<file path="src/rtl/irq_timer.sv">
// Machine timer/software/external interrupt source: mtime, mtimecmp, MSIP and ext_irq sync.
// Optional mtime prescaler enabled by defining MTIME_PRESCALE_EN (adds PRESCALE at addr 5).
module irq_timer #(
    parameter int          SYNC_STAGES  = 2,
    parameter logic [15:0] RST_PRESCALE = 16'd0
) (
    input  logic        clk_in,
    input  logic        reset_in,
    input  logic        req,
    input  logic        we,
    input  logic [2:0]  addr,
    input  logic [31:0] wdata,
    output logic        ack,
    output logic        err,
    output logic [31:0] rdata,
    input  logic        ext_irq_in,
    output logic [63:0] mtime,
    output logic        mtip,
    output logic        msip,
    output logic        meip
);

    logic [63:0]            r_mtime;
    logic [63:0]            r_mtimecmp;
    logic                   r_msip;
    logic                   r_mtip;
    logic [SYNC_STAGES-1:0] r_sync;
    logic                   r_ack;
    logic                   r_err;
    logic [31:0]            r_rdata;

    logic                   w_wr;
    logic                   w_tick;
    logic [31:0]            w_rdata;
    logic                   w_unmapped;

    assign w_wr = req & we;

`ifdef MTIME_PRESCALE_EN
    logic [15:0] r_prescale;
    logic [15:0] r_pcnt;

    assign w_tick = (r_pcnt == r_prescale);

    // A PRESCALE write restarts the divider so the new period starts cleanly.
    always_ff @(posedge clk_in) begin
        if (reset_in) begin
            r_prescale <= RST_PRESCALE;
            r_pcnt     <= 16'd0;
        end else if (w_wr && addr == 3'd5) begin
            r_prescale <= wdata[15:0];
            r_pcnt     <= 16'd0;
        end else if (w_tick) begin
            r_pcnt     <= 16'd0;
        end else begin
            r_pcnt     <= r_pcnt + 16'd1;
        end
    end
`else
    logic w_unused;

    assign w_unused = ^RST_PRESCALE;
    assign w_tick   = 1'b1;
`endif

    always_comb begin
        w_rdata    = 32'd0;
        w_unmapped = 1'b0;
        case (addr)
            3'd0: w_rdata = r_mtime[31:0];
            3'd1: w_rdata = r_mtime[63:32];
            3'd2: w_rdata = r_mtimecmp[31:0];
            3'd3: w_rdata = r_mtimecmp[63:32];
            3'd4: w_rdata = {31'd0, r_msip};
`ifdef MTIME_PRESCALE_EN
            3'd5: w_rdata = {16'd0, r_prescale};
`endif
            default: w_unmapped = 1'b1;
        endcase
    end

    // A write to either mtime half freezes the other half and drops that cycle's tick.
    always_ff @(posedge clk_in) begin
        if (reset_in) begin
            r_mtime <= 64'd0;
        end else if (w_wr && addr == 3'd0) begin
            r_mtime[31:0] <= wdata;
        end else if (w_wr && addr == 3'd1) begin
            r_mtime[63:32] <= wdata;
        end else if (w_tick) begin
            r_mtime <= r_mtime + 64'd1;
        end
    end

    always_ff @(posedge clk_in) begin
        if (reset_in) begin
            r_mtimecmp <= 64'hFFFF_FFFF_FFFF_FFFF;
            r_msip     <= 1'b0;
        end else if (w_wr) begin
            case (addr)
                3'd2:    r_mtimecmp[31:0]  <= wdata;
                3'd3:    r_mtimecmp[63:32] <= wdata;
                3'd4:    r_msip            <= wdata[0];
                default: ;
            endcase
        end
    end

    always_ff @(posedge clk_in) begin
        if (reset_in) begin
            r_mtip <= 1'b0;
        end else begin
            r_mtip <= (r_mtime >= r_mtimecmp);
        end
    end

    // Access response: one-cycle ack, read data captured from the request cycle.
    always_ff @(posedge clk_in) begin
        if (reset_in) begin
            r_ack   <= 1'b0;
            r_err   <= 1'b0;
            r_rdata <= 32'd0;
        end else begin
            r_ack   <= req;
            r_err   <= req & w_unmapped;
            r_rdata <= (req && !we) ? w_rdata : 32'd0;
        end
    end

    generate
        if (SYNC_STAGES > 1) begin : g_sync
            always_ff @(posedge clk_in) begin
                if (reset_in) begin
                    r_sync <= '0;
                end else begin
                    r_sync <= {r_sync[SYNC_STAGES-2:0], ext_irq_in};
                end
            end
        end else begin : g_sync1
            always_ff @(posedge clk_in) begin
                if (reset_in) begin
                    r_sync <= '0;
                end else begin
                    r_sync[0] <= ext_irq_in;
                end
            end
        end
    endgenerate

    assign ack   = r_ack;
    assign err   = r_err;
    assign rdata = r_rdata;
    assign mtime = r_mtime;
    assign mtip  = r_mtip;
    assign msip  = r_msip;
    assign meip  = r_sync[SYNC_STAGES-1];

endmodule

</file>
<file path="config.mk">
export PLATFORM = sky130hd
export DESIGN_NAME = irq_timer
export DESIGN_NICKNAME = d
export VERILOG_FILES = /design/src/rtl/irq_timer.sv
export SDC_FILE = /design/constraint.sdc
export NUM_CORES = 1
export LEC_CHECK = 0
export CAP_MARGIN = 10
export CELL_PAD_IN_SITES_DETAIL_PLACEMENT = 2
export CELL_PAD_IN_SITES_GLOBAL_PLACEMENT = 2
export CORE_ASPECT_RATIO = 1.25
export CORE_MARGIN = 2
export CORE_UTILIZATION = 32
export CTS_BUF_LIST = sky130_fd_sc_hd__clkbuf_16
export CTS_CLUSTER_DIAMETER = 60
export DETAILED_ROUTE_END_ITERATION = 16
export GPL_TIMING_DRIVEN = 0
export PLACE_DENSITY = 0.81
export REMOVE_ABC_BUFFERS = 1
export SLEW_MARGIN = 25
export SYNTH_ARGS = -nofsm -noshare
export SYNTH_HDL_FRONTEND = slang
export SYNTH_SLANG_ARGS = --single-unit
</file>
<file path="constraint.sdc">
create_clock -name clk_in -period 3.5 [get_ports clk_in]
set_input_delay 0.7 -clock clk_in [delete_from_list [all_inputs] [get_ports clk_in]]
set_output_delay 0.7 -clock clk_in [all_outputs]
set_load 0.01 [all_outputs]
</file>
==> flow_metrics.tcl <==
set metrics [dict create \
    cts_tree "built" \
    synth_top_area_share_pct 36.1 \
    cp.required_ns 3.88 \
    clockPowerShare_pct 43.9 \
    max_freq_mhz 297 \
    ys_types 60 \
    core-area_sq_um 28300 \
    n_antenna_cell 0 \
    synth-edff-count 0 \
    p_int_mw 3.06 \
    drt-total-wl_microns 40700 \
    power_density_nw_per_um2 366 \
    drt_first_iter_violations 526 \
    place.gp.congestion 0.831 \
    multi_input_area_sq_um 5360 \
    drt_first_pass_iters 5 \
    die_height_microns 194 \
    yosys_warnings 0 \
    port-buffer-count 140 \
    netSwitchingPower_mw 1.25 \
    cts.sinks 166 \
    ys_top_cells_by_count "dfxtp_1, nand2_1, a21oi_1" \
    grtUsageTotal_pct 27.1 \
    power_switching_share_pct 29.0 \
    io_pins 141 \
    finalHoldViolations 0 \
    synthToLayoutAreaGrowth_pct 28.0 \
    postRouteAntennaNets 0 \
    grt_pass1_vias 10700 \
    cts.clk_slew.worst_paths_ns 0.07 \
    setup_viol 0 \
    dieArea_sq_um 30100 \
    drive_above_1_share_pct 6.28 \
    async_flop_share_pct 0 \
    antenna_found_initial 0 \
    wl_per_cell_microns 25.2 \
    rsz0062_at_grt "no" \
    final_nets 1350 \
    timing.slew.headroom_pct 39.3 \
    synth_most_common_cell "dfxtp_1" \
    synth-main-ff-cell "dfxtp_1" \
    skew_ns 0.0160 \
    yosysTopAreaCell "dfxtp_1" \
    dp_hpwl_microns 30000 \
    drcViolationCount 0 \
    power.total_mw 4.31 \
    avgSynthCellArea_sq_um 8.07 \
    hp-class "flop to flop" \
    ys_seq_area_share_pct 36.1 \
    yosys-top-cells-area "dfxtp_1, ha_1, o211ai_1, a22oi_1, nand2_1" \
    fp.dieW_microns 156 \
    clock-root-buffer "clkbuf_16" \
    cts_buffers 17 \
    overflow 0 \
    htreeDepth 4 \
    worst_slew_pin_slew_ns 0.902 \
    finalCritPeriodShare_pct 96.1 \
    grt_pass1_wl_microns 63300 \
    grt_max_degree 81 \
    synth_area_sq_um 9200 \
    holdBufCountCts 0 \
    ir_worst_vdd_uv 291 \
    cp_data_arrival_time_ns 3.74 \
    post_cts_buffers 0 \
    vias 9927 \
    p_comb_share_pct 9.9 \
    endpoint_kind "flop" \
    cts.path.max_buffers 2 \
    critPathLaunchType "input pin" \
    placementRows 69 \
    slew_viol_final 0 \
    fillerInstances 3213 \
    p_leak_nw 4.60 \
    path_class "input pin to flop" \
    clock_latency_ns 0.46 \
    crit_fanout 27 \
    synth_cells 1139 \
    vias_per_cell 6.15 \
    ys_seq_elements 166 \
    setup_ws_ns 0.138 \
    drv_cap 0 \
    dp_slack_ns -0.663 \
    seqPwrFrac_pct 46.2 \
    start_util_pct 32.5 \
    period_needed_ns 3.36 \
    final-seq-area_sq_um 3320 \
    status "completed" \
]
==> cells by family (layout without fill, tap and decap cells) <==
family	Yosys count	after routing	synth area share [%]
xor gates and xnor gates	8	8	0.762
AOI/OAI and AO/OA	368	368	27.2
muxes	3	3	0.340
and+or+nand+nor	376	376	20.5
buffers and inverters	153	272	6.27
DFF	166	166	36.1
adders and majority gates	65	65	8.84
==> registers in the layout, summed over array words and instances (netlist names) <==
register	flops
ack	1
r_mtimecmp	64
r_sync	2
mtip	1
mtime	64
err	1
msip	1
rdata	32
==> critical path, cell delays in order <==
cell and delay [ns]:
clkdlybuf4s50_1 0.56, or2_1 0.36, or3_2 0.70, buf_12 0.28, nand2_2 0.32, buf_16 0.23, nand3_1 0.15, xor2_1 0.18
a211oi_1 0.22
==> cells in the final DEF, fill, tap and decap left out, drive strengths merged, types with 3 or more instances in the layout <==
cell type      Yosys  layout
o221ai             9       9
a211oi            13      13
o21ai             29      29
a211o              3       3
dfxtp            166     166
a221oi             8       8
clkdlybuf4s50      0     138
clkinv             1       3
and4              14      14
nor2b              6       6
nor4              15      15
a21oi             85      85
and2               7       7
inv               73      85
nand2            139     139
buf                4      27
xor2               3       3
nand3b             3       3
nand3             39      39
ha                65      65
o311ai             4       4
or3               11      11
o31a               3       3
nor3              29      29
nor2              52      52
clkbuf            75      17
a311oi             4       4
a22oi             80      80
or4               10      10
xnor2              5       5
a21o               4       4
a31oi             21      21
o211ai            82      82
o21a               4       4
nand4             24      24
and3              18      18
o22ai              6       6
==> path summary, 6_finish.rpt <==
kind	startpoint	end	slack, ns	depth (start not counted)
max	addr[1]	mtime[14]	0.14	9
min	r_sync[0]	r_sync[1]	0.45	1
max reg2reg	mtime[2]	mtime[51]	0.32	6
min reg2reg	r_sync[0]	r_sync[1]	0.45	1
==> area by class of cell <==
cell class | instances | area share (%)
well taps | 355 | 3.77
repair buffers | 166 | 15.3
multi-input cells | 820 | 45.6
clock buffers | 17 | 3.61
inverters | 74 | 2.40
clock inverters | 15 | 1.10
flip-flops and latches | 166 | 28.2
==> layer usage <==
metal  up-vias  share of wire, %  track usage, %
met2       283                53            49.4
met3        75               3.7            3.67
li1       4482                 -               -
met1      5087                40            31.3
met5         -                 0               0
met4         0               3.7            11.7
==> metrics by stage <==
stage                     area [sq um]  std cells  hold slack [ns]  TNS [ns]  utilization (%)
after global placement           10700       1555            0.424   -764.17             37.9
after global routing             11800       1613            0.477         0             41.6
final                            11800       1613            0.450         0             41.6
after floorplan                   8900       1060            0.414   -118.29                -
after detailed placement         11200       1581            0.442    -13.94             39.6
after CTS                        11800       1613            0.456         0             41.5
==> power groups by stage <==
stage | clock network, mW | registers [mW] | logic [mW]
floorplan | 0 | 2.02 | 0.162
global placement | 0 | 2.03 | 0.382
detailed placement | 0 | 2.03 | 0.424
CTS | 1.92 | 1.99 | 0.429
global route | 1.99 | 2.00 | 0.460
finish | 1.89 | 1.99 | 0.426
==> timing repair <==
| item | in CTS | in global routing |
|---|---|---|
| setup endpoints to repair | 9 | 7 |
| gates resized for setup | 1 | 2 |
| cloned | 0 | 0 |
| pin swaps | 0 | 0 |
Power figures use the tool's default switching activity.
==> variant (same settings) <==
The parameter `SYNC_STAGES` goes from 2 to 4.
--- a/src/rtl/irq_timer.sv
+++ b/src/rtl/irq_timer.sv
@@ -3,3 +3,3 @@
 module irq_timer #(
-    parameter int          SYNC_STAGES  = 2,
+    parameter int          SYNC_STAGES  = 4,
     parameter logic [15:0] RST_PRESCALE = 16'd0
Behaviour: not the same (a bounded check fails within 4 cycles, from zero or initial values and one cycle with reset_in high).
==> variant against the original RTL <==
  * Sequential cell count is 2 higher
  * Routed wire length is 1.3% lower
  * Die area increased by 0.96%
  * Combinational power down 4%
  * Total power fell by 1.4%
  * First-iteration DRC count up 19%
  * Register-to-register slack lost 0.15 ns
  * Clock skew decreased by 0.0056 ns
  * Area after synthesis rose by 0.98%
  * Cell area is 0.37% higher
  * Worst setup slack improved by 0.029 ns
==> variant: results (changes against the original RTL) <==
<table>
<tr><th>Metric</th><th>Value</th></tr>
<tr><th colspan="2">Finish</th></tr>
<tr><td>Share of final-layout standard cells stronger than drive strength 1</td><td>6.40% (was 6.28%)</td></tr>
<tr><td>Flip-flop and latch area</td><td>0.00336 mm² (was 0.00332 mm²)</td></tr>
<tr><th colspan="2">Yosys</th></tr>
<tr><td>Mean area per synthesized cell</td><td>8.04 µm² (was 8.07 µm²)</td></tr>
<tr><td>Complex-gate fraction of the synthesized area</td><td>25.4% (was 27.2%)</td></tr>
<tr><td>Distinct cell type count of the synthesized netlist</td><td>65 (was 60)</td></tr>
<tr><td>Top cell types by occurrence after synthesis</td><td>sky130_fd_sc_hd__dfxtp_1, sky130_fd_sc_hd__nand2_1, sky130_fd_sc_hd__a21oi_1, sky130_fd_sc_hd__a22oi_1, sky130_fd_sc_hd__clkbuf_1 (was sky130_fd_sc_hd__dfxtp_1, sky130_fd_sc_hd__nand2_1, sky130_fd_sc_hd__a21oi_1, sky130_fd_sc_hd__o211ai_1, sky130_fd_sc_hd__a22oi_1)</td></tr>
<tr><td>Post-Synth Adder-Cell Area</td><td>8.76% (was 8.84%)</td></tr>
<tr><td>Fraction of synthesized cell area in xor and xnor cells</td><td>0.755% (was 0.762%)</td></tr>
<tr><th colspan="2">Drt</th></tr>
<tr><td>Vias per Instance</td><td>6.15 (about the same)</td></tr>
<tr><td>Wire length per cell after detailed routing</td><td>24.8 µm (was 25.2 µm)</td></tr>
<tr><td>DRT Wirelength</td><td>40200 µm (was 40700 µm)</td></tr>
<tr><td>Initial DRC Count</td><td>628 (was 526)</td></tr>
<tr><th colspan="2">Place</th></tr>
<tr><td>Number of placed cells counting well taps</td><td>1590 (was 1581)</td></tr>
<tr><td>HPWL reported at the end of detailed placement</td><td>28700 µm (was 30000 µm)</td></tr>
<tr><th colspan="2">Pwr</th></tr>
<tr><td>Internal Power</td><td>3.10 mW (was 3.06 mW)</td></tr>
<tr><td>Power in combinational cells</td><td>0.410 mW (was 0.426 mW)</td></tr>
<tr><td>Maximum vdd ir drop</td><td>0.000225 V (was 0.000291 V)</td></tr>
<tr><th colspan="2">Global route</th></tr>
<tr><td>Global-route wire length before repair</td><td>63200 µm (was 63300 µm)</td></tr>
<tr><td>Largest net degree at the start of global routing</td><td>55 (was 81)</td></tr>
<tr><td>Tot GR Track Use</td><td>26.7% (was 27.1%)</td></tr>
<tr><th colspan="2">Status</th></tr>
<tr><td>Status</td><td>finished clean (unchanged)</td></tr>
<tr><th colspan="2">Timing</th></tr>
<tr><td>Setup skew after layout</td><td>0.0104 ns (was 0.0160 ns)</td></tr>
<tr><th colspan="2">Clock tree</th></tr>
<tr><td>Clock insertion delay at the later pin of the skew report</td><td>0.44 ns (was 0.46 ns)</td></tr>
<tr><th colspan="2">Setup path</th></tr>
<tr><td>Maximum fanout along the worst path</td><td>10 (was 27)</td></tr>
<tr><td>Critical path origin</td><td>mtime[0]$_SDFFE_PP0P_ (was addr[1])</td></tr>
</table>
==> variant: cell types whose count changed in the layout (fill, tap and decap cells not counted), moves of 6 or more <==
cell,before,now
sky130_fd_sc_hd__a21oi_1,85,97
sky130_fd_sc_hd__a31oi_1,21,12
sky130_fd_sc_hd__and4_1,14,8
sky130_fd_sc_hd__inv_6,9,1
sky130_fd_sc_hd__nand2_1,138,131
sky130_fd_sc_hd__nor2_1,50,67
sky130_fd_sc_hd__o211ai_1,82,69
sky130_fd_sc_hd__or4_1,9,2
==> variant: path summary, 6_finish.rpt <==
check / end / slack (ns) / cells after the start
max: mtime[36]$_SDFFE_PP0N_ / 0.17 / 7
min: r_sync[1]$_SDFF_PP0_ / 0.45 / 1
max reg2reg: mtime[36]$_SDFFE_PP0N_ / 0.17 / 7
min reg2reg: r_sync[1]$_SDFF_PP0_ / 0.45 / 1
==> variant: critical path, stage by stage, from the launching register on <==
cell and delay, ns:
sky130_fd_sc_hd__dfxtp_1 0.53, sky130_fd_sc_hd__ha_1 0.26, sky130_fd_sc_hd__nand3_1 0.30, sky130_fd_sc_hd__nor4_2 0.49
sky130_fd_sc_hd__nand4_1 0.56, sky130_fd_sc_hd__nor2_2 0.61, sky130_fd_sc_hd__a311oi_1 0.20, sky130_fd_sc_hd__nor4_1 0.27
==> variant: layer usage <==
metal	track usage, %	up-vias	part of all wire, %
met5	0	-	0
met4	10.6	0	3.6
met3	3.90	91	3.9
met2	48.0	270	52
met1	31.5	5121	41
li1	-	4493	-
==> variant: cell type report <==
type / instances / area share (%)
repair buffers: 164 / 15.1
inverters: 69 / 2.21
clock buffers: 17 / 3.60
well taps: 355 / 3.76
flip-flops and latches: 168 / 28.5
clock inverters: 14 / 0.964
multi-input cells: 834 / 45.9
